==> src/rtl/alu_pkg.sv <==
// Shared ALU definitions: divider state encoding, sizing constants and the
// two's-complement helpers used for operand/result sign handling.
package alu_pkg;

    typedef enum logic [1:0] {
        ST_IDLE = 2'd0,
        ST_CALC = 2'd1,
        ST_FIX  = 2'd2
    } div_state_e;

    localparam int          DIV_WIDTH         = 32;
    localparam int          DIV_ITERS         = 32;
    localparam logic [31:0] DIV_ZERO_QUOTIENT = 32'hFFFF_FFFF;

    function automatic logic [31:0] twos_neg(input logic [31:0] value);
        return ~value + 32'd1;
    endfunction

    function automatic logic [31:0] cond_neg(input logic [31:0] value, input logic negate);
        logic [31:0] result;
        if (negate) begin
            result = twos_neg(value);
        end else begin
            result = value;
        end
        return result;
    endfunction

endpackage

==> src/rtl/add_sub_33.sv <==
// 33-bit generate/propagate adder with conditional B inversion; sub doubles
// as carry-in so a + ~b + 1 forms the subtraction. Carry-out is dropped.
module add_sub_33
    import alu_pkg::*;
(
    input  logic [DIV_WIDTH:0] a,
    input  logic [DIV_WIDTH:0] b,
    input  logic               sub,
    output logic [DIV_WIDTH:0] sum
);

    logic [DIV_WIDTH:0]   b_eff;
    logic [DIV_WIDTH:0]   gen;
    logic [DIV_WIDTH:0]   prop;
    logic [DIV_WIDTH+1:0] carry;

    // carry lookahead recurrence over generate/propagate terms
    always_comb begin
        b_eff    = b ^ {(DIV_WIDTH + 1){sub}};
        gen      = a & b_eff;
        prop     = a ^ b_eff;
        carry    = '0;
        carry[0] = sub;
        for (int i = 0; i <= DIV_WIDTH; i++) begin
            carry[i+1] = gen[i] | (prop[i] & carry[i]);
        end
        sum = prop ^ carry[DIV_WIDTH:0];
    end

endmodule

==> src/rtl/div_32bit_seq.sv <==
// Signed 32-bit non-restoring divider, one quotient bit per clock.
// Operates on magnitudes and restores signs in the FIX cycle.
module div_32bit_seq
    import alu_pkg::*;
#(
    parameter int WIDTH = DIV_WIDTH
) (
    input  logic             clock,
    input  logic             clear,
    input  logic             start,
    input  logic [WIDTH-1:0] dividend,
    input  logic [WIDTH-1:0] divisor,
    output logic             busy,
    output logic             done,
    output logic [WIDTH-1:0] quotient,
    output logic [WIDTH-1:0] remainder,
    output logic             div_by_zero
);

    localparam logic [5:0] LAST_ITER = 6'(DIV_ITERS - 1);

    div_state_e  state_r, state_s;
    logic [5:0]  cnt_r, cnt_s;
    logic [32:0] rem_r, rem_s;
    logic [31:0] q_r, q_s;
    logic [31:0] dvsr_r, dvsr_s;
    logic        neg_q_r, neg_q_s;
    logic        neg_rem_r, neg_rem_s;
    logic        busy_r, busy_s;
    logic        done_r, done_s;
    logic        dbz_r, dbz_s;
    logic [31:0] quotient_r, quotient_s;
    logic [31:0] remainder_r, remainder_s;

    logic [32:0] add_a_s;
    logic [32:0] add_b_s;
    logic        add_sub_s;
    logic [32:0] add_sum_s;
    logic [31:0] rem_fixed_s;

    // shared adder: shift-and-add/subtract in CALC, remainder add-back in FIX
    always_comb begin
        add_b_s = {1'b0, dvsr_r};
        if (state_r == ST_CALC) begin
            add_a_s   = {rem_r[31:0], q_r[31]};
            add_sub_s = ~rem_r[32];
        end else begin
            add_a_s   = rem_r;
            add_sub_s = 1'b0;
        end
    end

    add_sub_33 u_add_sub (
        .a   (add_a_s),
        .b   (add_b_s),
        .sub (add_sub_s),
        .sum (add_sum_s)
    );

    // a negative final partial remainder needs the divisor added back
    always_comb begin
        if (rem_r[32]) begin
            rem_fixed_s = add_sum_s[31:0];
        end else begin
            rem_fixed_s = rem_r[31:0];
        end
    end

    // next-state and datapath update
    always_comb begin
        state_s     = state_r;
        cnt_s       = cnt_r;
        rem_s       = rem_r;
        q_s         = q_r;
        dvsr_s      = dvsr_r;
        neg_q_s     = neg_q_r;
        neg_rem_s   = neg_rem_r;
        busy_s      = busy_r;
        done_s      = 1'b0;
        dbz_s       = dbz_r;
        quotient_s  = quotient_r;
        remainder_s = remainder_r;
        case (state_r)
            ST_IDLE: begin
                if (start) begin
                    if (divisor == 32'd0) begin
                        quotient_s  = DIV_ZERO_QUOTIENT;
                        remainder_s = dividend;
                        dbz_s       = 1'b1;
                        done_s      = 1'b1;
                    end else begin
                        rem_s     = 33'd0;
                        q_s       = cond_neg(dividend, dividend[31]);
                        dvsr_s    = cond_neg(divisor, divisor[31]);
                        neg_q_s   = dividend[31] ^ divisor[31];
                        neg_rem_s = dividend[31];
                        cnt_s     = 6'd0;
                        dbz_s     = 1'b0;
                        busy_s    = 1'b1;
                        state_s   = ST_CALC;
                    end
                end else begin
                    state_s = ST_IDLE;
                end
            end
            ST_CALC: begin
                rem_s = add_sum_s;
                q_s   = {q_r[30:0], ~add_sum_s[32]};
                cnt_s = cnt_r + 6'd1;
                if (cnt_r == LAST_ITER) begin
                    state_s = ST_FIX;
                end else begin
                    state_s = ST_CALC;
                end
            end
            ST_FIX: begin
                quotient_s  = cond_neg(q_r, neg_q_r);
                remainder_s = cond_neg(rem_fixed_s, neg_rem_r);
                done_s      = 1'b1;
                busy_s      = 1'b0;
                state_s     = ST_IDLE;
            end
            default: begin
                busy_s  = 1'b0;
                state_s = ST_IDLE;
            end
        endcase
    end

    // state and result registers
    always_ff @(posedge clock or posedge clear) begin
        if (clear) begin
            state_r     <= ST_IDLE;
            cnt_r       <= 6'd0;
            rem_r       <= 33'd0;
            q_r         <= 32'd0;
            dvsr_r      <= 32'd0;
            neg_q_r     <= 1'b0;
            neg_rem_r   <= 1'b0;
            busy_r      <= 1'b0;
            done_r      <= 1'b0;
            dbz_r       <= 1'b0;
            quotient_r  <= 32'd0;
            remainder_r <= 32'd0;
        end else begin
            state_r     <= state_s;
            cnt_r       <= cnt_s;
            rem_r       <= rem_s;
            q_r         <= q_s;
            dvsr_r      <= dvsr_s;
            neg_q_r     <= neg_q_s;
            neg_rem_r   <= neg_rem_s;
            busy_r      <= busy_s;
            done_r      <= done_s;
            dbz_r       <= dbz_s;
            quotient_r  <= quotient_s;
            remainder_r <= remainder_s;
        end
    end

    assign busy        = busy_r;
    assign done        = done_r;
    assign quotient    = quotient_r;
    assign remainder   = remainder_r;
    assign div_by_zero = dbz_r;

endmodule

==> config.mk <==
export PLATFORM = sky130hd
export DESIGN_NAME = div_32bit_seq
export DESIGN_NICKNAME = d
export VERILOG_FILES = /design/src/rtl/alu_pkg.sv /design/src/rtl/add_sub_33.sv /design/src/rtl/div_32bit_seq.sv
export SDC_FILE = /design/constraint.sdc
export NUM_CORES = 1
export LEC_CHECK = 0
export BUFFER_PORTS_ARGS = -buffer_cell sky130_fd_sc_hd__buf_2
export CAP_MARGIN = 20
export CORE_MARGIN = 2
export CORE_UTILIZATION = 45
export CTS_BUF_LIST = sky130_fd_sc_hd__clkbuf_16
export DETAILED_ROUTE_END_ITERATION = 10
export HOLD_SLACK_MARGIN = 0.05
export MAX_ROUTING_LAYER = met4
export PLACE_DENSITY = 0.76
export SETUP_SLACK_MARGIN = 0.5
export SLEW_MARGIN = 0
export SYNTH_ARGS = -nofsm -noshare
export SYNTH_HDL_FRONTEND = slang
export SYNTH_SLANG_ARGS = --single-unit
==> constraint.sdc <==
create_clock -name clock -period 40.1 [get_ports clock]
set_clock_uncertainty 0.1 [all_clocks]
set_input_delay 6.015 -clock clock [delete_from_list [all_inputs] [get_ports clock]]
set_output_delay 6.015 -clock clock [all_outputs]
set_load 0.05 [all_outputs]
; After elaboration in Yosys (flattened, before gate mapping)
; Cells that the tools add are included.
[word_totals]
inputBits = 67
elab_cells = 142
ff_bits = 174
[op_classes]
eq_ne = 7
n_bitwise = 77
n_addsub = 5
n_reduce_logical = 9
mux = 32
[op_table]
columns = cell, n
row1 = two-way mux 32 bit, 11
row2 = case mux 32 bit (2 select lines), 3
row3 = "adder 32 x 1 -> 32 bit, second input constant", 4
row4 = inverter 32 bit, 4
row5 = two-way mux 33 bit, 3
row6 = case mux 33 bit (2 select lines), 1
row7 = bitwise XOR 33 bit, 2
row8 = bitwise XOR 32 x 33 -> 33 bit, 1
row9 = bitwise AND 1 bit, 32
row10 = bitwise AND 32 bit, 1
row11 = zero test 32 bit, 1
row12 = OR 1 bit, 32
row13 = two-way mux 6 bit, 2
row14 = case mux 6 bit (2 select lines), 1
row15 = AND reduction 3 bit, 4
row16 = "adder 6 x 1 -> 6 bit, second input constant", 1
row17 = "== test 6 x 5 -> 1 bit, second input constant", 1
row18 = two-way mux 2 bit, 3
row19 = "!= test 2 bit, second input constant", 3
row20 = two-way mux 1 bit, 5
row21 = inverter 1 bit, 4
row22 = case mux 1 bit (2 select lines), 2
row23 = case mux 2 bit (2 select lines), 1
row24 = nonzero test 2 bit, 2
row25 = 6 further kinds, 6

; Depth between registers and ports, before layout
; Gate-level depths: netlist (run 1).
[depth]
word_depth = 74
mapped_depth = 46
ltp_nobuf = 41

; Modules after synthesis
; From an unflattened synthesis (run 1), not the netlist that was laid out.
[unflattened]
hier_cells = 1368
area_unflattened_um2 = 12014.0
[modules_own_cells]
columns = module, cells_per_inst, instances, seq_area_each_um2, area_each_um2
row1 = div_32bit_seq, 1235, 1, 4354.2, 10780.3
row2 = add_sub_33, 133, 1, 0.0, 1233.7

; Least setup slack after synthesis (run 1)
; OpenSTA, ideal clock, no wires.
[synth_timing]
path_kind = reg2reg
from = register rem_r[32]
to = register remainder_r[31], in the netlist remainder[31]
setup_ps = 87
required_time_ps = 39913
path_stages_with_launch = 46
path_slack_ps = 25588
n_path_buf = 6
period_less_slack_ps = 14512
t_arrival_ps = 14325
path_cell_list = dfrtp_1 buf_2 buf_4 buf_2 buf_2 buf_1 nor2_1 buf_2 xnor2_1 fa_1 fa_1 fa_1 fa_1 fa_1 fa_1 fa_1 fa_1 fa_1 [10 not listed] fa_1 fa_1 fa_1 fa_1 fa_1 fa_1 fa_1 fa_1 fa_1 fa_1 inv_1 fa_1 inv_1 fa_1 inv_1 mux2i_1 or3b_2 o211ai_1
[synth_between]
elab_chain_len = 72
elab_cells_between_ends = 73
classes_between = add/sub (1) / mux (4) / bitwise (68)
[synth_lines]
columns = item, line
row1 = start: declaration, div_32bit_seq.sv:24  ; logic [32:0] rem_r, rem_s;
row2 = start signal: assignment, div_32bit_seq.sv:148  ; rem_r <= rem_s;
row3 = inverter 1 bit, div_32bit_seq.sv:46  ; add_sub_s = ~rem_r[32];
row4 = two-way mux 1 bit, div_32bit_seq.sv:44  ; if (state_r == ST_CALC) begin
row5 = bitwise XOR 32 x 33 -> 33 bit, add_sub_33.sv:19  ; b_eff = b ^ {(DIV_WIDTH + 1){sub}};
row6 = bitwise XOR 33 bit, add_sub_33.sv:21  ; prop = a ^ b_eff;
row7 = bitwise AND 1 bit, add_sub_33.sv:25  ; carry[i+1] = gen[i] | (prop[i] & carry[i]);
row8 = OR 1 bit, add_sub_33.sv:25
row9 = bitwise AND 1 bit, add_sub_33.sv:25
row10 = OR 1 bit, add_sub_33.sv:25
row11 = [56 not listed], -
row12 = bitwise AND 1 bit, add_sub_33.sv:25
row13 = OR 1 bit, add_sub_33.sv:25
row14 = bitwise XOR 33 bit, add_sub_33.sv:27  ; sum = prop ^ carry[DIV_WIDTH:0];
row15 = two-way mux 32 bit (*), div_32bit_seq.sv:62  ; if (rem_r[32]) begin
row16 = inverter 32 bit, alu_pkg.sv:16  ; return ~value + 32'd1;
row17 = adder 32 x 1 -> 32 bit, alu_pkg.sv:16
row18 = two-way mux 32 bit (*), alu_pkg.sv:21  ; if (negate) begin
row19 = case mux 32 bit (2 select lines) (*), div_32bit_seq.sv:83  ; case (state_r)
row20 = end signal: assignment, div_32bit_seq.sv:157  ; remainder_r <= remainder_s;
row21 = end: declaration, div_32bit_seq.sv:33  ; logic [31:0] remainder_r, remainder_s;
; Every way passes the cells marked *; elsewhere a longest branch is shown, timed or not.
; A chain may end at the register's enable or synchronous reset.

; Final worst setup path (run 1)
[layout_timing]
from = register state_r[0]
to = register remainder_r[31], in the netlist remainder[31]
[layout_between]
elab_chain_len = 72
elab_cells_between_ends = 80
classes_between = add/sub (1) / eq/ne (4) / mux (5) / bitwise (67) / reduce/logical (3)
[layout_lines]
columns = item, line
row1 = start: declaration, div_32bit_seq.sv:22  ; div_state_e state_r, state_s;
row2 = start signal: assignment, div_32bit_seq.sv:146  ; state_r <= state_s;
row3 = == test 2 x 1 -> 1 bit, div_32bit_seq.sv:44
row4 = two-way mux 1 bit, div_32bit_seq.sv:44
row5 = bitwise XOR 32 x 33 -> 33 bit, add_sub_33.sv:19
row6 = bitwise XOR 33 bit, add_sub_33.sv:21
row7 = bitwise AND 1 bit, add_sub_33.sv:25
row8 = OR 1 bit, add_sub_33.sv:25
row9 = bitwise AND 1 bit, add_sub_33.sv:25
row10 = OR 1 bit, add_sub_33.sv:25
row11 = [56 not listed], -
row12 = bitwise AND 1 bit, add_sub_33.sv:25
row13 = OR 1 bit, add_sub_33.sv:25
row14 = bitwise XOR 33 bit, add_sub_33.sv:27
row15 = two-way mux 32 bit, div_32bit_seq.sv:62
row16 = inverter 32 bit, alu_pkg.sv:16
row17 = adder 32 x 1 -> 32 bit, alu_pkg.sv:16
row18 = two-way mux 32 bit, alu_pkg.sv:21
row19 = case mux 32 bit (2 select lines), div_32bit_seq.sv:83
; Parallel ways exist; a longest one is shown, timed or not.

==> flow_summary.json, run 1 <==
{
  "finalMaxSlewViolations": 0,
  "crit_path_end_kind": "register",
  "synth_edf_count": 0,
  "start_kind": "register",
  "cts_sinks": 174,
  "post-route-util": 0.518,
  "synth.distinct_cells": 62,
  "viasPerCell": 5.89,
  "max_slew_margin": 0.355,
  "rsz0062_at_grt": "no",
  "drtIter0Drc": 1055,
  "cap_violations": 0,
  "grt_max_degree": 115,
  "status": "completed",
  "hpwl_mm": 22.8,
  "cts_tree": "yes",
  "p_leak_nw": 5.11,
  "hold_viol_final": 0,
  "synth-warning-count": 0,
  "hold_buffers": 0,
  "drcViolationCount": 0,
  "portBuffers": 133,
  "min_path_cells": 1,
  "postSynthCellCount": 1296,
  "rr_startpoint": "state_r[0]$_DFFE_PP0P_",
  "hold_end": "state_r[1]$_DFFE_PP0P_",
  "clk_root_buffer_cell": "clkbuf_16",
  "ys_seq_elements": 174,
  "avgSynthCellArea_um2": 8.91,
  "antenna_found_initial": 0,
  "synth_area_leaders": "dfrtp_1, o21ai_0, nand2_1",
  "cp.required_ps": 40360,
  "hold_path.class": "register to register",
  "coreArea_um2": 25200,
  "timing.fmax_mhz": 66.8,
  "setup-violations-final": 0,
  "die_w_um": 164,
  "synth.cell_area_um2": 11500,
  "rr_worst_depth": 41,
  "wl_mm": 31.6,
  "tightestPinTransition_ps": 963,
  "gr-total-overflow": 0,
  "crit_start": "state_r[0]$_DFFE_PP0P_",
  "nNetsFinal": 1481,
  "routedWlPerCell_um": 18.4,
  "first_global_vias": 9400,
  "critical_path_class": "register to register",
  "die_y_um": 164,
  "cts_buffers": 17,
  "cp_slowest_cell": "dfrtp_1",
  "gp_congestion": 0.920,
  "finalCriticalPeriod_ps": 14970,
  "n_antenna_cell": 0,
  "rows": 58,
  "clockBufferDepth": 2,
  "synth-main-ff-cell": "dfrtp_1",
  "totalNegativeSetupSlack_ps": 0,
  "initial_core_util": 0.459,
  "p_per_area_nw_per_um2": 98.0,
  "cpMostUsedCell": "fa_1",
  "async_flop_share": 1.00,
  "firstDrtPassIters": 6,
  "num_vias": 10100,
  "drive_gt1_frac": 0.150,
  "most-common-layout-cells": "nand2_1, dfrtp_1, o21ai_0",
  "min_from": "cnt_r[5]$_DFFE_PP0P_",
  "cts-resized-gates": 0,
  "ios": 134,
  "grt_util_all_layers": 0.247,
  "clk_latency_ps": 440,
  "ant_nets": 0,
  "post-cts-setup-buffer-count": 0,
  "regToRegEndpoint": "remainder[31]$_DFFE_PP0P_",
  "synth.largest_area_cell": "dfrtp_1",
  "ys_seq_area_frac": 0.377,
  "rrSetupSlack_ps": 25130,
  "cp.arrival_ps": 15230,
  "grt_pass1_wl_mm": 50.8,
  "period_share": 0.373,
  "layout-area-overhead-vs-synth_pct": 12.9,
  "synth_fp_nets": 1399,
  "dieArea_um2": 27000,
  "fin_hold_ws_ps": 387,
  "ir_worst_vdd_uv": 53.9,
  "crit_fanout": 34,
  "cts.reportedPaths.clkPinSlew_ps": 70,
  "final_common_cell": "nand2_1",
  "cts.htree.levels": 4,
  "synth_top_area_share": 0.377,
  "slowest_delay_ps": 550
}
==> power breakdown <==
part	total, mW	switching [mW]	internal [mW]
logic	0.782	0.470	0.312
clock network	0.171	0.0814	0.0892
registers	0.326	0.0802	0.246
==> synth_stat cells (14+ instances only) <==
library cell	n
buf_2	30
o21ai_0	157
clkbuf_1	40
o31ai_1	45
nor2_1	79
o41ai_1	18
xor2_1	74
inv_1	20
a31oi_1	14
fa_1	31
nand2_1	177
nand3_1	24
dfrtp_1	174
xnor2_1	75
mux2i_1	58
nor3_1	51
or3_1	19
a21oi_1	51
==> through the flow <==
step / power [mW] / area (um^2) / setup WS (ps) / instances
floorplan: 0.900 / 11500 / 25590 / 1296
global placement: 1.06 / 12400 / 25410 / 1686
detailed placement: 1.09 / 12400 / 25230 / 1686
CTS: 1.27 / 13000 / 25200 / 1718
global route: 1.39 / 13000 / 24550 / 1721
finish: 1.28 / 13000 / 25130 / 1721
==> critical path, delay by kind of cell (launching register included) <==
| family | cells | cell delay [ps] |
|---|---|---|
| fa+ha+maj | 31 | 12200 |
| flops | 1 | 550 |
| simple gates | 3 | 930 |
| mux | 1 | 240 |
| xor+xnor | 1 | 160 |
| buf+inv | 4 | 580 |
| compound gates | 1 | 90 |
==> cell families (layout without fill, tap and decap cells) <==
kind of cell	Yosys count	in the layout	share of synthesized area
AND/OR/NAND/NOR	425	425	0.175
AO/OA/AOI/OAI	348	348	0.185
flip-flops	174	174	0.377
XOR/XNOR	149	149	0.113
buffers and inverters	105	200	0.0402
multiplexers	59	59	0.0512
adder cells (fa/ha/maj)	36	36	0.0591
==> flip-flops by register name, summed over array words and instances (netlist names) <==
register and flops:
cnt_r 6, state_r 2, done 1, neg_rem_r 1
q_r 32, neg_q_r 1, busy 1, quotient 32
remainder 32, dvsr_r 32, rem_r 33, div_by_zero 1
==> layout make-up <==
cell class,count,area [um^2]
inverter,21,83.8
tap,330,413
clock buffer,17,425
multi-input combinational,1017,6770
clock inverter,15,173
fill,2287,12100
timing repair buffer,147,823
sequential,174,4360
==> worst max-delay path by stage <==
stage,slack [ps],end,cells past startpoint
after floorplan,25590,remainder[31]$_DFFE_PP0P_,45
after global placement,25410,remainder[31]$_DFFE_PP0P_,41
after global routing,24550,remainder[31]$_DFFE_PP0P_,41
final,25130,remainder[31]$_DFFE_PP0P_,41
after CTS,25200,remainder[31]$_DFFE_PP0P_,41
after detailed placement,25230,remainder[31]$_DFFE_PP0P_,41
==> metal layers <==
layer  up-vias  global-route usage  share of wire
met5         -                   -              0
met4         0              0.0754          0.027
met3        60              0.0404          0.071
met2       408               0.372           0.45
met1      4873               0.342           0.46
li1       4795                   -              -
Power figures use the tool's default switching activity.
==> run 2, diff against run 1 <==
--- a/config.mk
+++ b/config.mk
@@ -13,7 +13,7 @@
 export DETAILED_ROUTE_END_ITERATION = 10
 export HOLD_SLACK_MARGIN = 0.05
 export MAX_ROUTING_LAYER = met4
-export PLACE_DENSITY = 0.76
+export PLACE_DENSITY = 0.79
 export SETUP_SLACK_MARGIN = 0.5
 export SLEW_MARGIN = 0
 export SYNTH_ARGS = -nofsm -noshare
==> constraint.sdc (replaced) <==
create_clock -name clock -period 12.59 [get_ports clock]
set_clock_uncertainty 0.1 [all_clocks]
set_input_delay 1.8885 -clock clock [delete_from_list [all_inputs] [get_ports clock]]
set_output_delay 1.8885 -clock clock [all_outputs]
set_load 0.05 [all_outputs]
==> flow_summary.json, run 2 (synthesis gave the netlist of run 1 again) <==
{
  "drcViolationCount": 0,
  "nNetsFinal": 1495,
  "hold_path.class": "register to register",
  "dieArea_um2": 27000,
  "setup-violations-final": 1,
  "antenna_found_initial": 1,
  "cp.required_ps": 12840,
  "cap_violations": 0,
  "drive_gt1_frac": 0.186,
  "ir_worst_vdd_uv": 162,
  "p_int_mw": 2.19,
  "rr_startpoint": "state_r[0]$_DFFE_PP0P_",
  "coreArea_um2": 25200,
  "switching_share": 0.484,
  "initial_core_util": 0.459,
  "cts_sinks": 174,
  "p_per_area_nw_per_um2": 321,
  "most-common-layout-cells": "nand2_1, dfrtp_1, o21ai_0",
  "min_from": "dvsr_r[3]$_DFFE_PP0P_",
  "largest_reg_flops": 33,
  "firstDrtPassIters": 5,
  "rsz0062_at_grt": "yes",
  "die_w_um": 164,
  "final_common_cell": "nand2_1",
  "p_clk_frac": 0.132,
  "viasPerCell": 5.87,
  "ios": 134,
  "timing.final.ws_setup_ps": -77.9,
  "hpwl_mm": 23.1,
  "total_power_mw": 4.25,
  "portBuffers": 133,
  "ant_nets": 0,
  "die_y_um": 164,
  "violations": "negative setup slack",
  "crit_path_end_kind": "register",
  "clk_latency_ps": 440,
  "place_inst": 1697,
  "crit_fanout": 7,
  "status": "finished with violations",
  "hold_buffers": 0,
  "cp.arrival_ps": 12920,
  "finalMaxSlewViolations": 0,
  "critical_path_class": "register to register",
  "grt_pass1_wl_mm": 51.1,
  "wl_mm": 31.9,
  "clockBufferDepth": 2,
  "tightestPinTransition_ps": 1030,
  "combPwrFrac": 0.625,
  "seq_power_share": 0.243,
  "instances_no_fill": 1736,
  "gr-total-overflow": 0,
  "max_flop_register": "rem_r",
  "hold_viol_final": 0,
  "cts.htree.levels": 4,
  "cp_slowest_cell": "fa_1",
  "max_slew_margin": 0.310,
  "routedWlPerCell_um": 18.4,
  "p_leak_nw": 5.17,
  "period_share": 1.01,
  "grt_util_all_layers": 0.248,
  "clk_root_buffer_cell": "clkbuf_16",
  "cts.reportedPaths.clkPinSlew_ps": 70,
  "num_vias": 10200,
  "timing.fmax_mhz": 78.9,
  "grt_max_degree": 117,
  "cpMostUsedCell": "fa_2",
  "worst_path_dominant_cell_family": "adder cells",
  "dp_slack_ps": -72.7,
  "rows": 58,
  "gp_congestion": 0.911,
  "finalCriticalPeriod_ps": 12670,
  "critPathBufInv": 3,
  "drtIter0Drc": 1012,
  "slowest_delay_ps": 490,
  "first_global_vias": 9621,
  "layout-area-overhead-vs-synth_pct": 14.7,
  "cts_buffers": 17,
  "crit_start": "state_r[0]$_DFFE_PP0P_",
  "total_switching_power_mw": 2.06,
  "start_kind": "register",
  "cts_tree": "yes"
}
==> run 2: changes by cell type in the layout (fill, tap and decap cells not counted), sizes merged <==
cell      delta
bufinv       +1
clkinv       +1
clkinvlp     -2
diode        +1
buf         +14
==> run 2: cell type report <==
| type | instances | area (um^2) |
|---|---|---|
| fill | 2249 | 11900 |
| multi-input combinational | 1017 | 6880 |
| sequential | 174 | 4360 |
| timing repair buffer | 161 | 896 |
| clock buffer | 17 | 425 |
| tap | 330 | 413 |
| clock inverter | 15 | 198 |
| inverter | 21 | 83.8 |
| antenna | 1 | 2.50 |
==> run 2: metal layers <==
layer / vias to the layer above / global-route usage / wire length [um]
met1: 4910 / 0.336 / 14100
met3: 65 / 0.0346 / 2170
met4: 0 / 0.102 / 1180
met2: 407 / 0.374 / 14500
met5: - / - / 0
li1: 4801 / - / -
==> run 2: power groups by stage <==
stage          registers [mW]  logic [mW]  clock network [mW]
2_1_floorplan            1.04        1.94                   0
3_3_place_gp             1.02        2.49                   0
3_5_place_dp             1.03        2.57                   0
4_1_cts                  1.03        2.62               0.564
5_1_grt                  1.07        2.95               0.588
6_report                 1.03        2.66               0.561
==> run 2: path summary, 6_finish.rpt <==
| check | end | slack, ps | cells past startpoint |
|---|---|---|---|
| worst min register to register | dvsr_r[3]$_DFFE_PP0P_ | 410 | 2 |
| max in group asynchronous | rem_r[32]$_DFFE_PP0P_ | 9760 | 3 |
| worst max register to register | remainder[31]$_DFFE_PP0P_ | -80 | 40 |
| min in group asynchronous | cnt_r[1]$_DFFE_PP0P_ | 1420 | 2 |
| worst min-delay path | dvsr_r[3]$_DFFE_PP0P_ | 410 | 2 |
| worst max-delay path | remainder[31]$_DFFE_PP0P_ | -80 | 40 |
==> run 2: tightest hold or removal path, delay by kind of cell (launching register included) <==
kind             cells  cell delay (ps)
AO/OA/AOI/OAI        1               60
flip-flops           1              360
AND/OR/NAND/NOR      1               50
==> run 2: repair_timing <==
action	4_1_cts	5_1_grt
gates resized for setup	2	3
setup endpoints to repair	6	8
pin swaps	2	1
setup buffers	5	0
==> run 2: stage by stage <==
stage	hold slack [ps]	util	setup TNS, ps	instance area, um^2
after CTS	409	0.525	-46.1	13200
after floorplan	355	-	-270	11700
final	407	0.526	-77.9	13300
after detailed placement	394	0.498	-72.7	12500
after global placement	370	0.498	0	12500
after global routing	428	0.526	-828	13300
==> run 3, diff against run 2 <==
--- a/config.mk
+++ b/config.mk
@@ -13,9 +13,11 @@
 export DETAILED_ROUTE_END_ITERATION = 10
 export HOLD_SLACK_MARGIN = 0.05
 export MAX_ROUTING_LAYER = met4
-export PLACE_DENSITY = 0.79
+export PLACE_DENSITY = 0.78
+export REMOVE_ABC_BUFFERS = 1
 export SETUP_SLACK_MARGIN = 0.5
 export SLEW_MARGIN = 0
 export SYNTH_ARGS = -nofsm -noshare
 export SYNTH_HDL_FRONTEND = slang
+export SYNTH_HIERARCHICAL = 1
 export SYNTH_SLANG_ARGS = --single-unit
==> flow_summary.json, run 3 <==
{
  "rsz0062_at_grt": "yes",
  "firstDrtPassIters": 9,
  "regArea_um2": 4360,
  "viasPerCell": 5.81,
  "first_global_vias": 10300,
  "postSynthCellCount": 1368,
  "nNetsFinal": 1579,
  "setup-violations-final": 1,
  "cts_buffers": 17,
  "synth_xor_area_frac": 0.110,
  "max_slew_margin": 0.159,
  "coreArea_um2": 26100,
  "yosys-top-cells-count": "nand2_1, dfrtp_1, a21oi_1",
  "period_share": 1.01,
  "synth_mux_area_frac": 0.0495,
  "die_y_um": 167,
  "die_w_um": 167,
  "cp.required_ps": 12840,
  "drtIter0Drc": 905,
  "synth.distinct_cells": 74,
  "grt_max_degree": 103,
  "synth_edf_count": 0,
  "crit_path_end_kind": "register",
  "violations": "design-rule violations, negative setup slack",
  "multi_input_area_um2": 7150,
  "grt_util_all_layers": 0.238,
  "avgSynthCellArea_um2": 8.78,
  "drcViolationCount": 10,
  "ys_seq_elements": 174,
  "largest_reg_flops": 33,
  "synth_top_area_share": 0.362,
  "clk_root_buffer_cell": "clkbuf_16",
  "crit_fanout": 4,
  "ys_seq_area_frac": 0.362,
  "most-common-layout-cells": "nand2_1, dfrtp_1, buf_2",
  "clockBufferDepth": 2,
  "ios": 134,
  "gr-total-overflow": 0,
  "slowest_delay_ps": 530,
  "synth.most_common_cell": "nand2_1",
  "gp_congestion": 0.956,
  "hold_path.class": "register to register",
  "synthSimpleGateAreaFrac": 0.181,
  "ant_nets": 0,
  "routedWlPerCell_um": 17.7,
  "synthAdderAreaFrac": 0.0569,
  "synth_top_family_by_area": "simple AND/OR/NAND/NOR gates",
  "synth.cell_area_um2": 12000,
  "final_common_cell": "nand2_1",
  "synth-warning-count": 6,
  "layout-area-overhead-vs-synth_pct": 14.7,
  "initial_core_util": 0.460,
  "portBuffers": 133,
  "finalCriticalPeriod_ps": 12650,
  "synth_area_leaders": "dfrtp_1, nand2_1, xor2_1",
  "cap_violations": 0,
  "finalMaxSlewViolations": 0,
  "antenna_found_initial": 0,
  "rows": 59,
  "cpMostUsedCell": "fa_2",
  "cts.htree.levels": 4,
  "start_kind": "register",
  "rrSetupSlack_ps": -60,
  "drive_gt1_frac": 0.186,
  "n_antenna_cell": 0,
  "tightestPinTransition_ps": 1260,
  "num_vias": 10600,
  "synth-main-ff-cell": "dfrtp_1",
  "synth-compound-area-share": 0.181,
  "cp_slowest_cell": "fa_2",
  "synth.largest_area_cell": "dfrtp_1",
  "hold_buffers": 0,
  "wl_mm": 32.3,
  "cts_sinks": 174,
  "timing.final.ws_setup_ps": -63.3,
  "fill_cells": 2385,
  "hold_viol_final": 0,
  "clk_latency_ps": 440,
  "grt_pass1_wl_mm": 52.6,
  "async_flop_share": 1.00,
  "hpwl_mm": 23.1,
  "dieArea_um2": 28000,
  "cts_tree": "yes",
  "cts.reportedPaths.clkPinSlew_ps": 70,
  "status": "finished with violations",
  "place_inst": 1786,
  "max_flop_register": "rem_r",
  "cp.arrival_ps": 12900,
  "instances_no_fill": 1824,
  "timing.fmax_mhz": 79.0,
  "critical_path_class": "register to register"
}
## run 3: changes by cell type after synthesis, sizes merged, moves of 11 or more
cell | before | now
nor3 | 51 | 34
nand3 | 24 | 10
o31ai | 45 | 34
inv | 20 | 76
o21ai | 162 | 91
a21oi | 51 | 86
nor4 | 11 | 26
nand2 | 177 | 198
a22o | 2 | 29
mux2i | 58 | 47
clkbuf | 42 | 54
## run 3: repair_timing
item                                    4_1_cts  5_1_grt
gates resized for setup                      42        9
cloned                                        0        0
endpoints found under the setup margin       13        8
buffers inserted                              4        1
pin swaps                                     9        5
endpoints found under the hold margin         0        0
## run 3: final timing paths
check / start / to / cells after the start
max: state_r[1]$_DFFE_PP0P_ / remainder[31]$_DFFE_PP0P_ / 40
min: dvsr_r[8]$_DFFE_PP0P_ / dvsr_r[8]$_DFFE_PP0P_ / 2
max reg2reg: state_r[1]$_DFFE_PP0P_ / remainder[31]$_DFFE_PP0P_ / 40
min reg2reg: dvsr_r[8]$_DFFE_PP0P_ / dvsr_r[8]$_DFFE_PP0P_ / 2
max in group asynchronous: clear / rem_r[32]$_DFFE_PP0P_ / 3
min in group asynchronous: clear / quotient[6]$_DFFE_PP0P_ / 2
## run 3: cell families after synthesis
kind of cell,count (synthesis)
xor gates and xnor gates,150
and+or+nand+nor,450
muxes,58
other,1
adders and majority gates,36
buffers and inverters,165
DFF,174
AOI/OAI and AO/OA,334
## run 3: layer usage
| layer | up-vias | part of all wire | GRT usage |
|---|---|---|---|
| li1 | 5025 | - | - |
| met1 | 5129 | 0.44 | 0.309 |
| met2 | 389 | 0.48 | 0.380 |
| met3 | 62 | 0.058 | 0.0307 |
| met4 | 0 | 0.028 | 0.0911 |
| met5 | - | 0 | - |
## run 3: area by class of cell
class,count,share of cell area
clock buffer,17,0.0309
clock inverter,15,0.00890
tap,335,0.0304
multi-input combinational,1029,0.519
timing repair buffer,178,0.0742
sequential,174,0.316
inverter,76,0.0211
## run 3: metrics by stage
stage	hold WS, ps	area [um^2]	worst slack, ps	util	setup TNS [ps]
floorplan	364	11600	-4120	-	-53730
global placement	384	13000	-1230	0.498	-7430
detailed placement	388	13000	-1370	0.498	-8570
CTS	409	13700	21.7	0.525	0
global route	426	13800	-378	0.527	-1080
finish	401	13800	-63.3	0.527	-63.3
## run 3: worst max-delay path: cells and delay by family, from the launching register on
kind                     cells  cell delay [ps]
XOR/XNOR                     1              100
AND/OR/NAND/NOR              3              290
multiplexers                 2              250
adder cells (fa/ha/maj)     31            11030
buffers and inverters        2              170
flip-flops                   1              410
AO/OA/AOI/OAI                1              200
Power of run 3 is left out: the tool's default activity adds up to more than one toggle a clock period on the data nets, which glitch-free logic cannot reach.
